--- src/rtl/seg_scan_decoder_if.sv ---
`default_nettype none
// ============================================================================
//  Module      : seg_scan_decoder_if
//  Description : Bundle carrying the scanned 7-segment display lines into the
//                decoder and the decoded digit/status results back out.
//  Revision    : 1.0 - initial release
// ============================================================================
interface seg_scan_decoder_if #(
    parameter int NUM_DIGITS = 4
) ();

    logic [NUM_DIGITS-1:0]   an;
    logic [6:0]              seg;
    logic [4*NUM_DIGITS-1:0] digits;
    logic [NUM_DIGITS-1:0]   digit_valid;
    logic [NUM_DIGITS-1:0]   bad_code;
    logic                    frame_done;
    logic                    anode_err;

    // Display side: drives the scan lines, observes the decoded results.
    modport master (
        output an,
        output seg,
        input  digits,
        input  digit_valid,
        input  bad_code,
        input  frame_done,
        input  anode_err
    );

    // Decoder side.
    modport slave (
        input  an,
        input  seg,
        output digits,
        output digit_valid,
        output bad_code,
        output frame_done,
        output anode_err
    );

endinterface
`default_nettype wire

--- src/rtl/seg_scan_decoder.sv ---
`default_nettype none
// ============================================================================
//  Module      : seg_scan_decoder
//  Description : Watches a multiplexed 7-segment display bus, waits for each
//                {an,seg} combination to dwell for STABLE_CYCLES samples and
//                then decodes the segment pattern into the digit slot that
//                the one-hot anode selects.  Reports illegal patterns,
//                multi-hot anodes and completion of a full scan frame.
//  Revision    : 1.0 - initial release
// ============================================================================
module seg_scan_decoder #(
    parameter int NUM_DIGITS    = 4,
    parameter int STABLE_CYCLES = 8
) (
    input wire                clk,
    input wire                rst,
    seg_scan_decoder_if.slave bus
);

    localparam logic [7:0]            c_stable    = 8'(STABLE_CYCLES);
    localparam logic [7:0]            c_stable_m1 = 8'(STABLE_CYCLES - 1);
    localparam logic [NUM_DIGITS-1:0] c_an_one    = NUM_DIGITS'(1);

    // Input stage and its one-sample history
    logic [NUM_DIGITS-1:0]   r_an;
    logic [6:0]              r_seg;
    logic [NUM_DIGITS-1:0]   r_an_prev;
    logic [6:0]              r_seg_prev;

    // Dwell counter, saturates at c_stable
    logic [7:0]              r_cnt;

    // Captured results and frame tracking
    logic [4*NUM_DIGITS-1:0] r_digits;
    logic [NUM_DIGITS-1:0]   r_valid;
    logic [NUM_DIGITS-1:0]   r_bad;
    logic [NUM_DIGITS-1:0]   r_mask;
    logic                    r_frame_done;
    logic                    r_anode_err;

    logic                    w_same;
    logic                    w_capture;
    logic                    w_an_nz;
    logic                    w_an_onehot;
    logic                    w_an_multi;
    logic [NUM_DIGITS-1:0]   w_wr;
    logic [NUM_DIGITS-1:0]   w_mask_upd;
    logic                    w_frame_full;
    logic [3:0]              w_code;
    logic                    w_bad;

    // The comparison is done entirely on registered copies so that an
    // asynchronous display bus never feeds the compare logic directly.
    assign w_same      = (r_an == r_an_prev) && (r_seg == r_seg_prev);
    // Fires only on the transition into saturation, so a long dwell
    // produces a single capture.
    assign w_capture   = w_same && (r_cnt == c_stable_m1);
    assign w_an_nz     = |r_an;
    assign w_an_onehot = w_an_nz && ((r_an & (r_an - c_an_one)) == '0);
    assign w_an_multi  = w_an_nz && !w_an_onehot;
    assign w_wr        = (w_capture && w_an_onehot) ? r_an : '0;
    assign w_mask_upd  = r_mask | w_wr;
    assign w_frame_full = (|w_wr) && (&w_mask_upd);

    // Segment pattern {a..g} to BCD code; blank is F, anything else is E.
    always_comb begin
        w_code = 4'hE;
        w_bad  = 1'b1;
        case (r_seg)
            7'h7E: begin w_code = 4'h0; w_bad = 1'b0; end
            7'h30: begin w_code = 4'h1; w_bad = 1'b0; end
            7'h6D: begin w_code = 4'h2; w_bad = 1'b0; end
            7'h79: begin w_code = 4'h3; w_bad = 1'b0; end
            7'h33: begin w_code = 4'h4; w_bad = 1'b0; end
            7'h5B: begin w_code = 4'h5; w_bad = 1'b0; end
            7'h5F: begin w_code = 4'h6; w_bad = 1'b0; end
            7'h70: begin w_code = 4'h7; w_bad = 1'b0; end
            7'h7F: begin w_code = 4'h8; w_bad = 1'b0; end
            7'h7B: begin w_code = 4'h9; w_bad = 1'b0; end
            7'h00: begin w_code = 4'hF; w_bad = 1'b0; end
            default: begin w_code = 4'hE; w_bad = 1'b1; end
        endcase
    end

    // Register the display bus and keep the previous sample for comparison.
    always_ff @(posedge clk) begin
        if (rst) begin
            r_an       <= '0;
            r_seg      <= '0;
            r_an_prev  <= '0;
            r_seg_prev <= '0;
        end else begin
            r_an       <= bus.an;
            r_seg      <= bus.seg;
            r_an_prev  <= r_an;
            r_seg_prev <= r_seg;
        end
    end

    // Count consecutive identical samples; any change restarts the dwell.
    always_ff @(posedge clk) begin
        if (rst) begin
            r_cnt <= '0;
        end else if (!w_same) begin
            r_cnt <= 8'd1;
        end else if (r_cnt != c_stable) begin
            r_cnt <= r_cnt + 8'd1;
        end
    end

    // Write the decoded code into the slot selected by a one-hot capture.
    always_ff @(posedge clk) begin
        if (rst) begin
            r_digits <= '0;
            r_valid  <= '0;
            r_bad    <= '0;
        end else begin
            for (int i = 0; i < NUM_DIGITS; i++) begin
                if (w_wr[i]) begin
                    r_digits[4*i +: 4] <= w_code;
                    r_bad[i]           <= w_bad;
                    r_valid[i]         <= 1'b1;
                end
            end
        end
    end

    // Track which slots have been seen this frame and raise the status pulses.
    always_ff @(posedge clk) begin
        if (rst) begin
            r_mask       <= '0;
            r_frame_done <= 1'b0;
            r_anode_err  <= 1'b0;
        end else begin
            r_frame_done <= w_frame_full;
            r_anode_err  <= w_capture && w_an_multi;
            r_mask       <= w_frame_full ? '0 : w_mask_upd;
        end
    end

    assign bus.digits      = r_digits;
    assign bus.digit_valid = r_valid;
    assign bus.bad_code    = r_bad;
    assign bus.frame_done  = r_frame_done;
    assign bus.anode_err   = r_anode_err;

endmodule
`default_nettype wire
--- src/flat_wrapper.sv ---
// flat-port wrapper written by rule: the top's interface ports become plain ports
module seg_scan_decoder_flat 
#(
    parameter int NUM_DIGITS    = 4,
    parameter int STABLE_CYCLES = 8
)
  (clk, rst, bus_an, bus_seg, bus_digits, bus_digit_valid, bus_bad_code, bus_frame_done, bus_anode_err);
  seg_scan_decoder_if #(.NUM_DIGITS(NUM_DIGITS)) bus_i ();
  input wire clk;
  input wire rst;
  input wire logic [$bits(bus_i.an)-1:0] bus_an;
  input wire logic [$bits(bus_i.seg)-1:0] bus_seg;
  output wire logic [$bits(bus_i.digits)-1:0] bus_digits;
  output wire logic [$bits(bus_i.digit_valid)-1:0] bus_digit_valid;
  output wire logic [$bits(bus_i.bad_code)-1:0] bus_bad_code;
  output wire logic [$bits(bus_i.frame_done)-1:0] bus_frame_done;
  output wire logic [$bits(bus_i.anode_err)-1:0] bus_anode_err;
  assign bus_i.an = bus_an;
  assign bus_i.seg = bus_seg;
  assign bus_digits = bus_i.digits;
  assign bus_digit_valid = bus_i.digit_valid;
  assign bus_bad_code = bus_i.bad_code;
  assign bus_frame_done = bus_i.frame_done;
  assign bus_anode_err = bus_i.anode_err;
  seg_scan_decoder #(.NUM_DIGITS(NUM_DIGITS), .STABLE_CYCLES(STABLE_CYCLES)) u_core (.clk(clk), .rst(rst), .bus(bus_i));
endmodule
--- config.mk ---
export PLATFORM = sky130hd
export DESIGN_NAME = seg_scan_decoder_flat
export DESIGN_NICKNAME = d
export VERILOG_FILES = /design/src/rtl/seg_scan_decoder_if.sv /design/src/rtl/seg_scan_decoder.sv /design/src/flat_wrapper.sv
export SDC_FILE = /design/constraint.sdc
export NUM_CORES = 1
export LEC_CHECK = 0
export BUFFER_PORTS_ARGS = -buffer_cell sky130_fd_sc_hd__buf_2
export CORE_MARGIN = 2
export CORE_UTILIZATION = 30
export DETAILED_ROUTE_END_ITERATION = 8
export GPL_TIMING_DRIVEN = 0
export PLACE_DENSITY = 0.46
export SYNTH_ARGS = -nofsm -noshare
export SYNTH_HDL_FRONTEND = slang
export SYNTH_SLANG_ARGS = --single-unit
--- constraint.sdc ---
create_clock -name clk -period 2.7 [get_ports clk]
set_input_delay 0 -clock clk [delete_from_list [all_inputs] [get_ports clk]]
set_output_delay 0 -clock clk [all_outputs]
set_load 0.005 [all_outputs]
==> results.py, run 1 <==
metrics = {
    "outcome": {
        "status": "finished clean",
    },
    "drt": {
        "final_antenna_net_count": 0,
        "vias_per_cell": 4.76,
        "vias": 2085,
        "routed_wl_um": 5890,
        "drcViolationCount": 0,
        "wl_per_cell_um": 13.4,
        "detail_route.first_pass.iterations": 4,
        "drt_iter0_markers": 73,
    },
    "logic_synthesis": {
        "synth_seq_area_share": 0.469,
        "ys.flop_type": "dfxtp_1",
        "synth.largest_area_cell": "dfxtp_1",
        "synth_top_area_share": 0.469,
        "synth-seq-cells": 60,
        "yosysWarnings": 0,
        "synth.avg_cell_area_um2": 9.52,
        "syn_area_um2": 2560,
        "synthTopCellsByArea": "dfxtp_1 47%, nor2b_1 5.1%, xnor2_1 4.1%",
        "async_reset_ff_frac": 0,
        "synth.most_common_cell": "dfxtp_1",
        "syn_nets": 284,
        "synth_edf_count": 0,
        "synthCells": 269,
        "synth_commonest_cells": "60 x dfxtp_1, 24 x nor2_1, 21 x nor2b_1",
        "ys_types": 49,
    },
    "timing": {
        "fin_ws_ps": 560,
        "finalHoldViolations": 0,
        "rsz0062_at_grt": "false",
        "slew_headroom": 0.538,
        "fmax_mhz": 467,
        "setup_viol": 0,
        "tightest_slew_ps": 687,
        "period_needed_ps": 2140,
        "slew_violations": 0,
        "skew_ps": 12.6,
        "finalCritPeriodShare": 0.793,
        "tns_ps": 0,
    },
    "placement": {
        "dp.cells": 411,
        "gp_congestion": 0.696,
        "hpwl_um": 4150,
        "port_buffers": 37,
        "preCtsSetupSlack_ps": 510,
    },
    "run": {
        "maxCapViolCount": 0,
    },
    "pwr": {
        "leakage_nw": 1.24,
        "power.density_nw_per_um2": 591,
        "peakVddDrop_mv": 0.315,
    },
    "cells_and_area": {
        "fillers": 874,
        "ff_latch_area_um2": 1200,
        "final_layout_size_suffix_gt1_frac": 0.228,
        "multi_input_area_um2": 1250,
        "nets": 343,
        "final_cell_count_no_fill": 438,
        "area_growth_pct": 24.5,
        "diodes": 0,
    },
    "clocking": {
        "clk_latency_ps": 350,
        "postCtsSetupBuffers": 0,
        "clk_path_buf_depth": 2,
        "clock-sinks": 60,
        "htreeDepth": 3,
        "clk_pin_slew_ps": 80,
        "root_buffer": "clkbuf_8",
        "cts_tree": "built",
        "cts_buffers": 9,
    },
    "worst_setup_path": {
        "crit_arrival_ps": 2360,
        "crit_type": "register to register",
        "crit_path_start_kind": "register",
        "reg2reg_from": "u_core.r_seg[0]",
        "worst_ep_required_time_ps": 2920,
        "critPathLaunch": "u_core.r_seg[0]",
        "cp_max_fo": 10,
        "end_kind": "register",
    },
    "floorplanning": {
        "core_um2": 8260,
        "die_h_um": 96.4,
        "io_pins": 39,
        "start_util": 0.310,
        "die_area_um2": 9290,
        "rows": 33,
        "die_x_um": 96.4,
    },
    "grt": {
        "gr-usage-all-layers": 0.143,
        "grt_pass1_wl_um": 9910,
        "overflow": 0,
        "grt_max_degree": 13,
        "first_global_vias": 1946,
        "antenna_found_initial": 0,
    },
    "hold_path": {
        "hp-class": "primary input to register",
        "min-delay-start": "rst",
    },
}
-- repair_timing --
item	in CTS	in global routing
hold endpoints to repair	11	0
resized for setup	0	0
hold buffers	11	0
-- power breakdown --
group          internal [mW]  switching (mW)  total, mW
clock network          0.430           0.394      0.824
registers              0.901         0.00855      0.909
logic                 0.0619          0.0873      0.149
-- cells by family (layout without fill, tap and decap cells) --
kind of cell    Yosys count  after routing  synth area share
compound gates           46             46             0.127
xor+xnor                 19             19            0.0650
fa+ha+maj                 3              3            0.0137
buf+inv                  26             90            0.0415
flops                    60             60             0.469
mux                       9              9            0.0352
simple gates            106            106             0.249
-- per-layer routing --
layer,up-vias,global-route usage,routed length [um]
met2,45,0.204,2500
met1,958,0.197,2980
met4,0,0.0704,128
met5,-,0,0
met3,11,0.0388,283
li1,1071,-,-
-- final timing paths --
| check | endpoint | slack [ps] | depth (start not counted) |
|---|---|---|---|
| setup / recovery | u_core.bus.digits[3] | 560 | 6 |
| hold / removal | u_core.r_seg_prev[1] | 60 | 2 |
| setup reg to reg | u_core.bus.digits[3] | 560 | 6 |
| hold reg to reg | u_core.bus.digit_valid[1] | 450 | 2 |
-- critical path, stage by stage, from the launching register on --
cell and delay [ps]:
dfxtp_1 470, xor2_1 140, nor4b_2 500, nand4_1 280, clkbuf_1 300, o211ai_1 250
o31ai_1 90
-- area by class of cell --
type	count	share of cell area
well taps	105	0.0412
clock inverters	7	0.0239
plain buffers	18	0.0239
multi-input cells	183	0.393
clock buffers	9	0.0389
repair buffers	48	0.0927
inverters	8	0.00942
flip-flops and latches	60	0.377
-- registers in the layout, indices dropped and copies added (netlist names) --
| signal | cells |
|---|---|
| u_core.r_cnt | 8 |
| u_core.bus.bad_code | 4 |
| u_core.bus.frame_done | 1 |
| u_core.bus.digit_valid | 4 |
| u_core.r_seg | 7 |
| u_core.bus.anode_err | 1 |
| u_core.bus.digits | 16 |
| u_core.r_an_prev | 4 |
| u_core.r_mask | 4 |
| u_core.r_seg_prev | 7 |
| u_core.r_an | 4 |
-- per-stage QoR --
step / util / instance area (um^2) / hold WS, ps / total power, mW
floorplan: - / 2560 / 128 / 1.03
global placement: 0.348 / 2880 / 210 / 1.07
detailed placement: 0.348 / 2880 / 214 / 1.07
CTS: 0.386 / 3190 / 73.9 / 1.91
global route: 0.386 / 3190 / 98.4 / 1.97
finish: 0.386 / 3190 / 56.2 / 1.88
-- layout by cell type, fill, tap and decap left out, types with 2 or more instances in the layout --
cell           synthesis  routed
o22ai_1                2       2
o21ai_0                9       9
xor2_1                 7       7
o31ai_1                6       6
nand2_1                8       8
inv_1                  8       8
o21a_1                 3       3
or2_1                  2       2
buf_2                  7      44
a41oi_1                2       2
nor2b_1               21      21
or4b_1                 2       2
mux2i_1                9       9
or3b_2                 2       2
a21oi_1                5       5
ha_1                   2       2
xnor2_1               12      12
nand3b_1               3       3
and3_1                 3       3
and3_2                 2       2
nand2_2                3       3
dfxtp_1               60      60
clkinv_4               0       2
nor4b_1                2       2
nand4_1                4       4
clkinvlp_4             0       2
nor3_1                 6       6
or2_4                  2       2
clkbuf_8               0       9
nand3_1                9       9
o211ai_1              10      10
dlygate4sd3_1          0      11
nor2_1                24      24
or3_1                  3       3
clkbuf_1              11      11
and4_1                 3       3
Power figures use the tool's default switching activity.
==> run 2: changes to the inputs <==
Settings changed: ABC_AREA set to 1, PLACE_DENSITY 0.46 to 0.47.
Clock period 2.7 ns to 1.95 ns, I/O delays scaled along.
==> run 2 against run 1 <==
Against the previous run: critical path depth grew 5; die area down 3.8%; clock skew decreased by 0.67 ps; clock power up 52%; final cell count up 13%; setup slack got worse by 420 ps; worst hold slack worse by 6.2 ps; sequential cell count did not move; register-to-register slack worse by 420 ps; cell area fell by 0.98%; largest power group unchanged; total power grew 42%; sequential share of layout area is 0.45 points higher.
==> results.py, run 2 <==
metrics = {
    "outcome": {
        "status": "finished clean",
    },
    "timing": {
        "slew_headroom": 0.647,
        "setup_viol": 0,
        "skew_ps": 11.9,
        "fin_ws_ps": 136,
        "tightest_slew_ps": 525,
        "slew_violations": 0,
        "period_needed_ps": 1810,
        "finalCritPeriodShare": 0.930,
        "fmax_mhz": 551,
        "whs_ps": 50.0,
        "finalHoldViolations": 0,
    },
    "clocking": {
        "cts_buffers": 9,
        "clk_pin_slew_ps": 70,
        "cts_tree": "built",
        "clock-sinks": 60,
        "clk_latency_ps": 340,
        "clk_path_buf_depth": 2,
        "htreeDepth": 3,
        "root_buffer": "clkbuf_8",
    },
    "cells_and_area": {
        "final_common_cell": "dfxtp_1",
        "multi_input_area_um2": 1040,
        "layout_common_cells": "58 x dfxtp_1, 55 x nor2_1, 49 x nand2_1",
        "diodes": 0,
        "area_growth_pct": 28.3,
        "largest_register_ffs": 16,
        "final_layout_size_suffix_gt1_frac": 0.212,
        "fillers": 904,
        "ff_latch_area_um2": 1200,
        "nets": 402,
    },
    "grt": {
        "grt.met1_usage": 0.174,
        "grt_use_met3": 0.0367,
        "gr-usage-all-layers": 0.134,
        "first_global_vias": 2007,
        "antenna_found_initial": 0,
        "overflow": 0,
        "busiest_layer": "met2",
        "met2_usage": 0.206,
        "grt_pass1_wl_um": 9230,
        "grt_max_degree": 13,
    },
    "placement": {
        "hpwl_um": 3900,
        "port_buffers": 37,
        "preCtsSetupSlack_ps": 58.5,
        "gp_congestion": 0.818,
    },
    "worst_setup_path": {
        "regToRegEndpoint": "u_core.r_mask[3]",
        "critical_path.max_stage_delay_ps": 380,
        "worst_ep_required_time_ps": 2180,
        "slowest_stage": "dfxtp_1",
        "crit_type": "register to register",
        "path_cells": "inv_2 > nand2_1 > nand2_1 > nor2_1 > nand2_1 > nor2_4 > nand4_1 > nand2_1 > nand4_1 > nand2_2 > nor2_1",
        "crit_path_start_kind": "register",
        "reg2reg_from": "u_core.r_seg[0]",
        "crit_top_cell": "nand2_1",
        "r2r_cells": 11,
        "ff2ff_setup_slack_ps": 140,
        "crit_arrival_ps": 2040,
        "end_kind": "register",
        "cp_max_fo": 5,
    },
    "logic_synthesis": {
        "synth_seq_area_share": 0.489,
        "synthCells": 325,
        "yosysWarnings": 0,
        "ys.flop_type": "dfxtp_1",
        "synth.avg_cell_area_um2": 7.56,
        "synthTopCellsByArea": "dfxtp_1 49%, nor2_1 8.5%, nand2_1 7.5%",
        "synth.largest_area_cell": "dfxtp_1",
        "synth_commonest_cells": "60 x dfxtp_1, 56 x nor2_1, 49 x nand2_1",
        "async_reset_ff_frac": 0,
        "synth.most_common_cell": "dfxtp_1",
        "ys_types": 30,
        "syn_area_um2": 2460,
        "syn_nets": 340,
        "synth_edf_count": 0,
        "synth_top_area_share": 0.489,
        "synth-seq-cells": 60,
    },
    "pwr": {
        "leakage_nw": 1.49,
        "peakVddDrop_mv": 0.394,
        "power.density_nw_per_um2": 848,
    },
    "drt": {
        "vias": 2155,
        "drt_iter0_markers": 62,
        "final_antenna_net_count": 0,
        "drcViolationCount": 0,
        "routed_wl_um": 5390,
        "wl_per_cell_um": 10.8,
        "detail_route.first_pass.iterations": 4,
        "vias_per_cell": 4.34,
    },
    "floorplanning": {
        "io_pins": 39,
        "rows": 33,
        "die_h_um": 94.5,
        "start_util": 0.304,
        "die_area_um2": 8940,
        "die_x_um": 94.5,
        "core_um2": 8090,
    },
    "run": {
        "maxCapViolCount": 0,
    },
    "hold_path": {
        "holdPathStages": 2,
        "min_to": "u_core.r_seg_prev[1]",
        "min-delay-start": "rst",
        "hp-class": "primary input to register",
    },
}
run 2: changes by cell type after synthesis, sizes merged, moves of 6 or more:
cell    before  now
mux2i        9    0
inv          8   56
o211ai      10    0
o31ai        6    0
buf          7    1
nor2b       21    0
nor2        24   61
a21oi        5   16
o21ai       10   22
clkbuf      11    4
nand2       11   53
xor2         7    1
run 2: worst max-delay path by stage:
stage                       endpoint  slack, ps       startpoint
global route        u_core.r_mask[3]         -4  u_core.r_cnt[0]
CTS                 u_core.r_mask[3]         30  u_core.r_cnt[0]
finish              u_core.r_mask[3]        140  u_core.r_seg[0]
floorplan           u_core.r_mask[1]        330  u_core.r_cnt[0]
detailed placement  u_core.r_mask[1]         60  u_core.r_cnt[0]
global placement    u_core.r_mask[1]         30  u_core.r_cnt[0]
run 2: kinds of logic (layout without fill, tap and decap cells):
logic type / count (synthesis) / count (layout) / synth area share
compound gates: 46 / 46 / 0.100
fa+ha+maj: 2 / 2 / 0.0102
buf+inv: 61 / 128 / 0.0936
simple gates: 148 / 148 / 0.279
xor+xnor: 8 / 8 / 0.0285
flops: 60 / 60 / 0.489
run 2: what timing repair did:
action,4_1_cts,5_1_grt
setup buffers,0,3
resized for setup,0,5
hold endpoints to repair,11,0
hold buffers,11,0
setup endpoints to repair,0,22
run 2: area by class of cell:
type	count	share of cell area
flip-flops and latches	60	0.381
multi-input cells	204	0.329
repair buffers	51	0.105
inverters	56	0.0666
well taps	105	0.0416
clock buffers	9	0.0393
clock inverters	7	0.0313
plain buffers	5	0.00634
run 2: stage by stage:
| step | utilization | power (mW) | instances | setup TNS, ps | cell area, um^2 |
|---|---|---|---|---|---|
| 2_1_floorplan | - | 1.39 | 325 | 0 | 2460 |
| 3_3_place_gp | 0.343 | 1.44 | 467 | 0 | 2780 |
| 3_5_place_dp | 0.343 | 1.44 | 467 | 0 | 2780 |
| 4_1_cts | 0.384 | 2.73 | 494 | 0 | 3110 |
| 5_1_grt | 0.390 | 2.80 | 497 | -3.77 | 3160 |
| 6_report | 0.390 | 2.68 | 497 | 0 | 3160 |
run 2: worst max-delay path, delay by kind of cell (launching register included):
family,cells,cell delay (ps)
buffers and inverters,1,80
flip-flops,1,380
AND/OR/NAND/NOR,10,1250
run 2: per-layer routing:
| layer | routed length [um] | vias up | share of wire |
|---|---|---|---|
| met3 | 251 | 14 | 0.047 |
| met5 | 0 | - | 0 |
| met1 | 2610 | 953 | 0.49 |
| met4 | 129 | 0 | 0.024 |
| li1 | - | 1143 | - |
| met2 | 2390 | 45 | 0.44 |
run 2: where the power goes:
group | switching (mW) | leakage, nW | internal (mW)
combinational | 0.0945 | 0.889 | 0.0626
clock | 0.521 | 0.110 | 0.727
sequential | 0.0224 | 0.489 | 1.25
==> run 3: changes to the inputs <==
Settings changed: GPL_TIMING_DRIVEN 0 to not set.
==> run 3 against run 2 <==
Against the previous run: maximum frequency grew 1.8%; highest routed layer unchanged; clock power grew 7%; worst hold slack gained 91 ps; largest power group is now clock; register-to-register slack gained 30 ps; first-iteration DRC count grew 34%; clock skew shrank 5.4 ps.
==> results.py, run 3 (synthesis results as in run 2) <==
metrics = {
    "worst_setup_path": {
        "path_depth": 11,
        "reg2reg_from": "u_core.r_cnt[1]",
        "crit_path_start_kind": "register",
        "path_cells": "ha_4 > nand2_1 > nor2_2 > nand3_2 > nor2_4 > buf_4 > nand4_1 > nand2_1 > nand4_1 > nand2_2 > nor2_1",
        "crit_type": "register to register",
        "regToRegEndpoint": "u_core.r_mask[3]",
        "worst_ep_required_time_ps": 2180,
        "slowest_stage": "dfxtp_1",
        "cp_max_fo": 4,
        "r2r_cells": 11,
        "critical_path.max_stage_delay_ps": 370,
        "crit_buf_inv": 1,
        "end_kind": "register",
        "cp_top_family": "simple AND/OR/NAND/NOR gates",
        "crit_arrival_ps": 2010,
        "ff2ff_setup_slack_ps": 170,
    },
    "timing": {
        "rsz0062_at_grt": "false",
        "slew_violations": 0,
        "finalCritPeriodShare": 0.914,
        "tightest_slew_ps": 643,
        "tns_ps": 0,
        "finalHoldViolations": 0,
        "slew_headroom": 0.571,
        "fin_ws_ps": 168,
        "skew_ps": 6.44,
        "fmax_mhz": 561,
        "setup_viol": 0,
        "period_needed_ps": 1780,
    },
    "drt": {
        "vias": 2139,
        "drcViolationCount": 0,
        "drt_iter0_markers": 83,
        "vias_per_cell": 4.30,
        "detail_route.first_pass.iterations": 4,
        "wl_per_cell_um": 10.7,
        "final_antenna_net_count": 0,
        "routed_wl_um": 5340,
    },
    "placement": {
        "port_buffers": 38,
        "preCtsSetupSlack_ps": 125,
        "hpwl_um": 3780,
        "gp_congestion": 0.808,
    },
    "hold_path": {
        "holdPathStages": 3,
        "min-delay-start": "rst",
        "min_to": "u_core.r_an_prev[0]",
        "hp-class": "primary input to register",
    },
    "cells_and_area": {
        "final_common_cell": "dfxtp_1",
        "largest_register_ffs": 16,
        "fillers": 869,
        "area_growth_pct": 30.3,
        "nets": 403,
        "final_layout_size_suffix_gt1_frac": 0.242,
        "diodes": 0,
        "layout_common_cells": "53 x dfxtp_1, 52 x nor2_1, 49 x nand2_1",
    },
    "grt": {
        "grt_pass1_wl_um": 8800,
        "antenna_found_initial": 0,
        "first_global_vias": 1957,
        "gr-usage-all-layers": 0.129,
        "grt_max_degree": 26,
        "overflow": 0,
    },
    "floorplanning": {
        "die_x_um": 94.5,
        "start_util": 0.304,
        "die_area_um2": 8940,
        "core_um2": 8090,
        "io_pins": 39,
        "rows": 33,
        "die_h_um": 94.5,
    },
    "pwr": {
        "leakage_nw": 1.51,
        "power.density_nw_per_um2": 867,
        "peakVddDrop_mv": 0.468,
    },
    "clocking": {
        "clk_latency_ps": 340,
        "htreeDepth": 3,
        "cts_buffers": 9,
        "root_buffer": "clkbuf_8",
        "cts_tree": "built",
        "clock-sinks": 60,
        "clk_pin_slew_ps": 60,
        "clk_path_buf_depth": 2,
    },
    "outcome": {
        "status": "finished clean",
    },
    "run": {
        "maxCapViolCount": 0,
    },
}
==> run 3: cell count changes in the layout (fill, tap and decap cells not counted), moves of 2 or more <==
cell / delta
buf_4: +5
dfxtp_1: -5
clkbuf_1: -4
dfxtp_2: +3
nor2_1: -3
nor2_2: +3
dfxtp_4: +2
inv_6: -2
==> run 3: routing by layer <==
layer,vias to the layer above,GRT usage,share of wire
met5,-,0,0
met4,0,0.0543,0.0049
met3,2,0.0439,0.052
met2,40,0.202,0.47
met1,949,0.161,0.48
li1,1148,-,-
==> run 3: timing repair <==
action                                  4_1_cts  5_1_grt
hold buffers                                 11        0
buffers inserted                              0        4
hold endpoints to repair                     11        0
endpoints found under the setup margin        0       20
gates resized for setup                       0       15
==> run 3: per-stage QoR <==
stage               hold WS (ps)  utilization  area (um^2)  std cells  power [mW]
global route                 150        0.396         3200        498        2.89
finish                       141        0.396         3200        498        2.78
CTS                          140        0.387         3130        493        2.80
floorplan                    107            -         2460        325        1.39
global placement             204        0.344         2780        466        1.44
detailed placement           208        0.344         2780        466        1.44
==> run 3: area by class of cell <==
cell class	instances	area, um^2	share of cell area
inverter	56	210	0.0656
multi-input combinational	204	1050	0.328
tap	105	131	0.0410
sequential	60	1210	0.379
timing repair inverter	1	5.00	0.00156
timing repair buffer	56	353	0.110
clock inverter	7	115	0.0359
clock buffer	9	124	0.0387
==> run 3: power breakdown <==
group / internal (mW) / total [mW] / switching (mW)
Sequential: 1.25 / 1.27 / 0.0234
Combinational: 0.0680 / 0.163 / 0.0952
Clock: 0.843 / 1.34 / 0.498
==> run 3: worst max-delay path by stage <==
| stage | startpoint | end | slack, ps |
|---|---|---|---|
| after floorplan | u_core.r_cnt[0] | u_core.r_mask[1] | 330 |
| after global placement | u_core.r_cnt[0] | u_core.bus.digits[13] | 210 |
| after detailed placement | u_core.r_cnt[0] | u_core.r_mask[3] | 120 |
| after CTS | u_core.r_cnt[0] | u_core.r_mask[3] | 110 |
| after global routing | u_core.r_cnt[1] | u_core.bus.digits[9] | 5 |
| final | u_core.r_cnt[1] | u_core.r_mask[3] | 170 |
==> run 3: worst min-delay path, delay by kind of cell <==
kind / cells / cell delay, ps
AND/OR/NAND/NOR: 1 / 120
buffers and inverters: 2 / 320
